[config.mk]
export PLATFORM = sky130hd
export DESIGN_NAME = pc_unit
export DESIGN_NICKNAME = d
export VERILOG_FILES = /design/src/rtl/pc_unit.sv
export SDC_FILE = /design/constraint.sdc
export NUM_CORES = 1
export LEC_CHECK = 0
export CAP_MARGIN = 0
export CELL_PAD_IN_SITES_DETAIL_PLACEMENT = 0
export CELL_PAD_IN_SITES_GLOBAL_PLACEMENT = 1
export CORE_ASPECT_RATIO = 0.75
export CORE_MARGIN = 1
export CORE_UTILIZATION = 40
export CTS_BUF_LIST = sky130_fd_sc_hd__clkbuf_8
export CTS_CLUSTER_SIZE = 28
export DETAILED_ROUTE_END_ITERATION = 8
export PLACE_DENSITY_LB_ADDON = 0.12
export SLEW_MARGIN = 15
export SYNTH_ARGS = -nofsm -noshare
export SYNTH_HDL_FRONTEND = slang
export SYNTH_SLANG_ARGS = --single-unit
[constraint.sdc]
create_clock -name clk_i -period 3.6 [get_ports clk_i]
set_input_delay 0.72 -clock clk_i [delete_from_list [all_inputs] [get_ports clk_i]]
set_output_delay 0.72 -clock clk_i [all_outputs]
set_load 0.03 [all_outputs]
[src/rtl/pc_unit.sv]
// Program-counter unit for the NES CPU fetch stage.
// Handles variable-length increment, absolute jumps, signed relative
// branches with a page-cross fix-up cycle, and reset/NMI/IRQ vector fetch
// through the shared data-memory read port.
//
// state  | meaning
// -------+--------------------------------------------------------------
// RUN    | normal operation; PC advances by increment/jump/branch
// VEC_LO | reading vector low byte from base address
// VEC_HI | reading vector high byte from base+1, then load PC
// BR_FIX | second cycle of a page-crossing branch; high byte corrected
module pc_unit #(
    parameter int ADDR_W = 16,
    parameter int DATA_W = 8,
    parameter int PAGE_W = 8,
    parameter int INC_W  = 2,
    parameter logic [ADDR_W-1:0] RESET_VEC = 16'hFFFC,
    parameter logic [ADDR_W-1:0] NMI_VEC   = 16'hFFFA,
    parameter logic [ADDR_W-1:0] IRQ_VEC   = 16'hFFFE
) (
    input  logic              clk_i,
    input  logic              rstn_i,
    input  logic              stall_i,
    input  logic [INC_W-1:0]  inc_i,
    input  logic              jump_i,
    input  logic [ADDR_W-1:0] jump_addr_i,
    input  logic              branch_i,
    input  logic [PAGE_W-1:0] branch_off_i,
    input  logic              vec_req_i,
    input  logic [1:0]        vec_sel_i,
    output logic              mem_req_o,
    output logic [ADDR_W-1:0] mem_addr_o,
    input  logic [DATA_W-1:0] mem_rdata_i,
    input  logic              mem_rvalid_i,
    output logic [ADDR_W-1:0] pc_o,
    output logic              pc_valid_o,
    output logic              busy_o,
    output logic              page_cross_o
);

    typedef enum logic [1:0] {RUN, VEC_LO, VEC_HI, BR_FIX} state_t;

    state_t              state_q, state_d;
    logic [ADDR_W-1:0]   pc_q, pc_d;
    logic [ADDR_W-1:0]   base_q, base_d;
    logic [ADDR_W-1:0]   tgt_q, tgt_d;
    logic [DATA_W-1:0]   lo_q, lo_d;

    logic [ADDR_W-1:0]   br_target;
    logic [ADDR_W-1:0]   inc_sum;
    logic                same_page;
    logic [ADDR_W-1:0]   sel_vec;

    // Branch target, page comparison and increment sum for the RUN state.
    always_comb begin
        br_target = pc_q + {{(ADDR_W-PAGE_W){branch_off_i[PAGE_W-1]}}, branch_off_i};
        inc_sum   = pc_q + {{(ADDR_W-INC_W){1'b0}}, inc_i};
        same_page = (br_target[ADDR_W-1:PAGE_W] == pc_q[ADDR_W-1:PAGE_W]);
        case (vec_sel_i)
            2'd0:    sel_vec = RESET_VEC;
            2'd1:    sel_vec = NMI_VEC;
            default: sel_vec = IRQ_VEC;
        endcase
    end

    // Next-state and datapath selection; priority vec_req > jump > branch > inc.
    always_comb begin
        state_d = state_q;
        pc_d    = pc_q;
        base_d  = base_q;
        tgt_d   = tgt_q;
        lo_d    = lo_q;
        case (state_q)
            RUN: begin
                if (!stall_i) begin
                    if (vec_req_i) begin
                        base_d  = sel_vec;
                        state_d = VEC_LO;
                    end else if (jump_i) begin
                        pc_d = jump_addr_i;
                    end else if (branch_i) begin
                        if (same_page) begin
                            pc_d = br_target;
                        end else begin
                            // Stale high byte this cycle, corrected in BR_FIX.
                            pc_d    = {pc_q[ADDR_W-1:PAGE_W], br_target[PAGE_W-1:0]};
                            tgt_d   = br_target;
                            state_d = BR_FIX;
                        end
                    end else begin
                        pc_d = inc_sum;
                    end
                end
            end
            VEC_LO: begin
                if (mem_rvalid_i) begin
                    lo_d    = mem_rdata_i;
                    state_d = VEC_HI;
                end
            end
            VEC_HI: begin
                if (mem_rvalid_i) begin
                    pc_d    = {mem_rdata_i, lo_q};
                    state_d = RUN;
                end
            end
            BR_FIX: begin
                pc_d    = tgt_q;
                state_d = RUN;
            end
            default: state_d = VEC_LO;
        endcase
    end

    // State and datapath registers; reset always starts a reset-vector fetch.
    always_ff @(posedge clk_i or negedge rstn_i) begin
        if (!rstn_i) begin
            state_q <= VEC_LO;
            pc_q    <= '0;
            base_q  <= RESET_VEC;
            tgt_q   <= '0;
            lo_q    <= '0;
        end else begin
            state_q <= state_d;
            pc_q    <= pc_d;
            base_q  <= base_d;
            tgt_q   <= tgt_d;
            lo_q    <= lo_d;
        end
    end

    // Status and memory-port outputs decoded from registered state only.
    always_comb begin
        pc_o         = pc_q;
        pc_valid_o   = (state_q == RUN);
        busy_o       = (state_q != RUN);
        page_cross_o = (state_q == BR_FIX);
        mem_req_o    = (state_q == VEC_LO) || (state_q == VEC_HI);
        mem_addr_o   = (state_q == VEC_HI) ? (base_q + ADDR_W'(1)) : base_q;
    end

endmodule

Word level (Yosys, flattened, before mapping)
Index checks and enable logic that the tools add are counted.
{"block": "classes", "n_reduce_logical": 11, "addsub": 3, "bitwise_logic": 4, "mux": 17, "eq_ne": 13}
{"cell": "16-bit two-way mux", "count": 7}
{"cell": "16-bit case mux with 3 select lines", "count": 1}
{"cell": "16-bit by 1-bit adder with 16-bit output, second input constant", "count": 1}
{"cell": "16-bit adder", "count": 1}
{"cell": "16-bit by 2-bit adder with 16-bit output", "count": 1}
{"cell": "2-bit two-way mux", "count": 7}
{"cell": "6-bit AND reduction", "count": 2}
{"cell": "3-bit != test, second input constant", "count": 3}
{"cell": "8-bit equality test", "count": 1}
{"cell": "2-bit != test, second input constant", "count": 4}
{"cell": "2-bit case mux with 4 select lines", "count": 1}
{"cell": "3-bit case mux with 2 select lines", "count": 1}
{"cell": "5-bit AND reduction", "count": 1}
{"cell": "2-bit by 1-bit equality test with 1-bit output, second input constant", "count": 2}
{"cell": "2-bit equality test, second input constant", "count": 2}
{"cell": "2-bit logical NOT", "count": 2}
{"cell": "4-bit by 3-bit != test with 1-bit output, second input constant", "count": 1}
{"cell": "1-bit NOT", "count": 4}
{"cell": "4-bit AND reduction", "count": 1}
{"cell": "3-bit AND reduction", "count": 1}
{"cell": "3-bit nonzero test", "count": 1}
{"cell": "2-bit AND reduction", "count": 1}
{"cell": "2-bit nonzero test", "count": 1}
{"cell": "1-bit logical OR", "count": 1}
{"block": "word_totals", "out_inout_bits": 36, "elab_cells": 54, "regBits": 58, "input_bits": 43}

Longest topological paths before layout
{"block": "logic_depth", "depth_word": 8, "mapped_depth": 14, "depth_no_buf": 12}

Worst setup path before layout
No wires, ideal clock.
{"block": "synth_path", "path_kind": "input port to flip-flop", "from": "input branch_off_i[6]", "to": "register tgt_q[10]", "path_buffers": 2, "path_stages": 12, "setup_ns": 0.125, "setup_slack_ns": 0.078, "required_time_ns": 3.475, "t_arrival_ns": 3.397, "cell_sequence": "ha_1 a211oi_2 o21bai_2 or3b_1 o221ai_2 xnor2_1 xnor2_1 o41ai_2 or4_1 buf_6 buf_12 mux2_4"}
{"block": "synth_between", "elab_chain_len": 4}
{"item": "start, declared", "line_no": "28", "text": "input logic [PAGE_W-1:0] branch_off_i,"}
{"item": "16-bit adder (*)", "line_no": "56", "text": "br_target = pc_q + {{(ADDR_W-PAGE_W){branch_off_i[PAGE_W-1]}}, branch_off_i};"}
{"item": "8-bit equality test", "line_no": "58", "text": "same_page = (br_target[ADDR_W-1:PAGE_W] == pc_q[ADDR_W-1:PAGE_W]);"}
{"item": "1-bit NOT (no source line)"}
{"item": "6-bit AND reduction (no source line)"}
{"item": "end signal, assigned", "line_no": "127", "text": "tgt_q <= tgt_d;"}
{"item": "end, declared", "line_no": "46", "text": "logic [ADDR_W-1:0] tgt_q, tgt_d;"}
Mark *: on every way between the ends. The rest lies on a longest branch, timed or not.
A chain may end at the register's enable or synchronous reset.

Worst setup path after layout
{"block": "layout_path", "from": "input branch_off_i[2]", "to": "register tgt_q[11]"}
Same word-level chain as after synthesis.

==> flow_summary.toml <==
[clock_network]
insertion_delay_ns = 0.29
cts_hold_buf = 0
tritoncts_num_sinks = 44
cts_tree = "built"
ctsLongestPathBuffers = 2
htree_levels = 2
cts-buffers-inserted = 5
clk_root_buffer_cell = "sky130_fd_sc_hd__clkbuf_8"
clk_pin_slew_worst_paths_ns = 0.09

[synth]
ys_async_sr_fraction = 1.00
synth-warning-count = 0
synth_seq_cells = 44
post_synth_num_cell_types = 63
syn_area_per_cell_um2 = 9.13
ys_dominant_reg_cell = "sky130_fd_sc_hd__dfrtp_1"
synth_cells = 421
synth.yosys.seq_area_share = 0.287
synth.cell_area_um2 = 3840
synth_edf_count = 0

[routing]
post_drt_via_cell_ratio = 5.43
post-route-drc-count = 0
drt_iter0_markers = 216
vias = 3652
routed_wl_um = 12000
drt_first_pass_iters = 4
antenna_violating_nets_post_route = 0
average_wire_per_cell_in_the_routed_design_um = 17.9

[global_route]
grt_first_pass_wirelength_um = 19000
grt_pass1_vias = 3617
antenna_found_initial = 0
globalRouteTotalUtil = 0.249
grt.overflow.total = 0
grt_max_degree = 45

[die]
fp.dieH_um = 86.9
area_of_the_die_um2 = 10000
chipWidth_um = 115
num_rows = 30
top_level_ports = 79
design.core.area_um2 = 9200
initial_utilization = 0.418

[sta]
maxSlewViolCount = 0
timing.slew.headroom = 0.320
final.min_clock_period_ns = 3.53
finalHoldViolations = 0
clock_skew_ns = 0.00750
setup_viol = 0
setup_total_negative_slack_ns = 0
max_slew.worst_pin.slew_ns = 1.02
final_min_period_over_clock_period = 0.980
clock.fmax_mhz = 283

[critical_path]
cp-start-kind = "input port"
reg2reg_depth = 14
cp_num_buf_inv = 2
critical-path-top-delay-family = "compound AO/OA/AOI/OAI gates"
critical_path_arrival_ns = 3.71
worst-path-max-fanout = 8
worstReg2RegStart = "pc_o[0]"
timing.setup.critical_path_class = "in2reg"
slowest_delay_ns = 0.48
rr_endpoint = "pc_o[11]"
crit_path_cell_chain = "clkdlybuf4s50_1 -> ha_4 -> a21o_1 -> a21oi_4 -> nand2_2 -> a221oi_4 -> xnor3_2 -> nand4_1 -> o41ai_4 -> or4_4 -> clkbuf_16 -> mux2_4"
required_ns = 3.78
setup.worst_path.end_class = "flop"
critPathSlowestCell = "sky130_fd_sc_hd__or4_4"
reg2reg_setup_slack_ns = 0.17

[pwr]
sum_of_internal_switching_and_leakage_power_mw = 5.24
p_leak_nw = 2.44
irDropWorstVdd_v = 0.000482
powerDensity_nw_per_um2 = 962

[final_layout]
antenna_diodes = 0
final_layout_size_suffix_gt1_frac = 0.303
nets = 611
n_fill_cell = 842
flow.area_growth_from_synthesis_pct = 41.6

[worst_hold_path]
hold_class = "reg2reg"
min_path_cells = 2
worst_hold_end = "base_q[2]"
hold_path_startpoint = "base_q[2]"

[status]
result_of_the_run = "complete, no violations"

[place]
port-buffer-count = 65
gp_congestion = 0.876
hpwlAfterDp_um = 9000

[run]
cap_violations = 0
-- cells in the final DEF, fill, tap and decap left out, types with 5 or more instances in the layout --
master | synthesis | routed
sky130_fd_sc_hd__buf_4 | 15 | 72
sky130_fd_sc_hd__clkdlybuf4s50_1 | 0 | 58
sky130_fd_sc_hd__dfrtp_1 | 42 | 42
sky130_fd_sc_hd__nand2_1 | 37 | 36
sky130_fd_sc_hd__o21ai_0 | 32 | 29
sky130_fd_sc_hd__a21oi_1 | 35 | 28
sky130_fd_sc_hd__nor2_1 | 28 | 27
sky130_fd_sc_hd__xnor2_1 | 20 | 17
sky130_fd_sc_hd__inv_1 | 16 | 15
sky130_fd_sc_hd__mux2_4 | 7 | 15
sky130_fd_sc_hd__mux2_2 | 23 | 15
sky130_fd_sc_hd__conb_1 | 1 | 13
sky130_fd_sc_hd__ha_1 | 21 | 11
sky130_fd_sc_hd__a21o_1 | 10 | 9
sky130_fd_sc_hd__mux2i_1 | 9 | 9
sky130_fd_sc_hd__a21oi_2 | 3 | 8
sky130_fd_sc_hd__nand3_1 | 8 | 8
sky130_fd_sc_hd__xor2_1 | 8 | 8
sky130_fd_sc_hd__ha_4 | 0 | 8
sky130_fd_sc_hd__nand4_1 | 7 | 7
sky130_fd_sc_hd__a222oi_1 | 7 | 7
sky130_fd_sc_hd__clkbuf_8 | 2 | 5
-- synthesized netlist by cell type (all sizes together), types with 2 or more instances --
cell,number,area share
and2,4,0.0065
fa,2,0.010
buf,20,0.043
dfrtp,42,0.27
a31oi,4,0.0065
nor3b,2,0.0039
a21o,10,0.020
and4,2,0.0046
nor4,3,0.0049
or2,3,0.0049
xnor2,21,0.053
a22oi,4,0.0078
and3,4,0.0065
clkbuf,14,0.019
a21oi,38,0.052
a22o,2,0.0046
ha,21,0.068
xor2,8,0.018
nor3,6,0.0078
nand3,8,0.010
xnor3,3,0.019
a222oi,7,0.018
inv,16,0.016
o211ai,3,0.0059
mux2,30,0.095
nand2b,2,0.0033
mux2i,9,0.023
o21ai,32,0.042
a221oi,5,0.013
dfstp,2,0.014
o21bai,2,0.0049
nand2,37,0.036
nand4,7,0.011
a211oi,4,0.0091
nor2,28,0.027
-- report_power, final --
group          switching (mW)  internal [mW]
logic                    1.88           1.90
clock network           0.174          0.273
registers               0.259          0.748
-- worst max-delay path by stage --
stage                     from   endpoint  slack [ns]  cells past startpoint
3_3_place_gp   branch_off_i[0]   tgt_q[5]       -0.61                     14
5_1_grt        branch_off_i[4]   pc_o[10]      -0.002                     11
6_report       branch_off_i[2]  tgt_q[11]        0.07                     12
2_1_floorplan  branch_off_i[6]  tgt_q[10]        0.08                     12
4_1_cts        branch_off_i[5]   pc_o[11]       0.003                     13
3_5_place_dp   branch_off_i[0]   tgt_q[3]       -0.68                     14
-- worst reg2reg max path, stage by stage (launching register included) --
cell and delay [ns]:
sky130_fd_sc_hd__dfrtp_1 0.41, sky130_fd_sc_hd__ha_2 0.22, sky130_fd_sc_hd__inv_2 0.05, sky130_fd_sc_hd__fa_2 0.39, sky130_fd_sc_hd__nand2b_4 0.17, sky130_fd_sc_hd__a21o_4 0.24, sky130_fd_sc_hd__buf_4 0.13, sky130_fd_sc_hd__nand4_1 0.07
sky130_fd_sc_hd__nand4_1 0.13, sky130_fd_sc_hd__nor3_2 0.26, sky130_fd_sc_hd__nand4_1 0.19, sky130_fd_sc_hd__o41ai_4 0.28, sky130_fd_sc_hd__buf_4 0.18, sky130_fd_sc_hd__o21ba_4 0.26, sky130_fd_sc_hd__mux2_4 0.33
-- stage by stage --
step / cells / setup WS, ns / hold slack (ns) / util / instance area, um2
global placement: 649 / -0.605 / 0.465 / 0.533 / 4900
CTS: 666 / 0.00282 / 0.485 / 0.580 / 5330
finish: 673 / 0.0720 / 0.481 / 0.592 / 5440
global route: 673 / -0.00218 / 0.527 / 0.592 / 5440
floorplan: 433 / 0.0776 / 0.424 / - / 3890
detailed placement: 649 / -0.675 / 0.472 / 0.533 / 4900
-- final cells by class --
class	instances	area (um2)	share of cell area
clock buffer	5	68.8	0.0126
clock inverter	2	60.1	0.0110
inverter	16	60.1	0.0110
multi-input combinational	339	2770	0.509
sequential	44	1100	0.203
tap	128	160	0.0294
timing repair buffer	139	1220	0.224
-- kinds of logic after synthesis --
logic type / count (synthesis) / synth area share
AOI/OAI and AO/OA: 119 / 0.206
and+or+nand+nor: 113 / 0.142
buffers and inverters: 50 / 0.0775
DFF: 44 / 0.287
muxes: 39 / 0.118
xor gates and xnor gates: 32 / 0.0898
adders and majority gates: 23 / 0.0788
other: 1 / 0.000976
-- sequential cells by signal, summed over array words and instances (netlist names) --
signal,cells
lo_q,8
state_q,2
base_q,2
tgt_q,16
pc_o,16
-- routing by layer --
metal / GRT usage / wire length, um / up-vias
met5: 0 / 0 / -
met4: 0.0425 / 154 / 0
met3: 0.0285 / 671 / 11
met2: 0.386 / 5220 / 135
met1: 0.377 / 5970 / 1745
li1: - / - / 1761
-- timing repair --
action / in CTS / in global routing
resized for setup: 48 / 13
setup buffers: 10 / 6
pin swaps: 16 / 14
gates cloned: 0 / 1
setup endpoints to repair: 24 / 21
endpoints found under the hold margin: 0 / 0
Power figures use the tool's default switching activity.
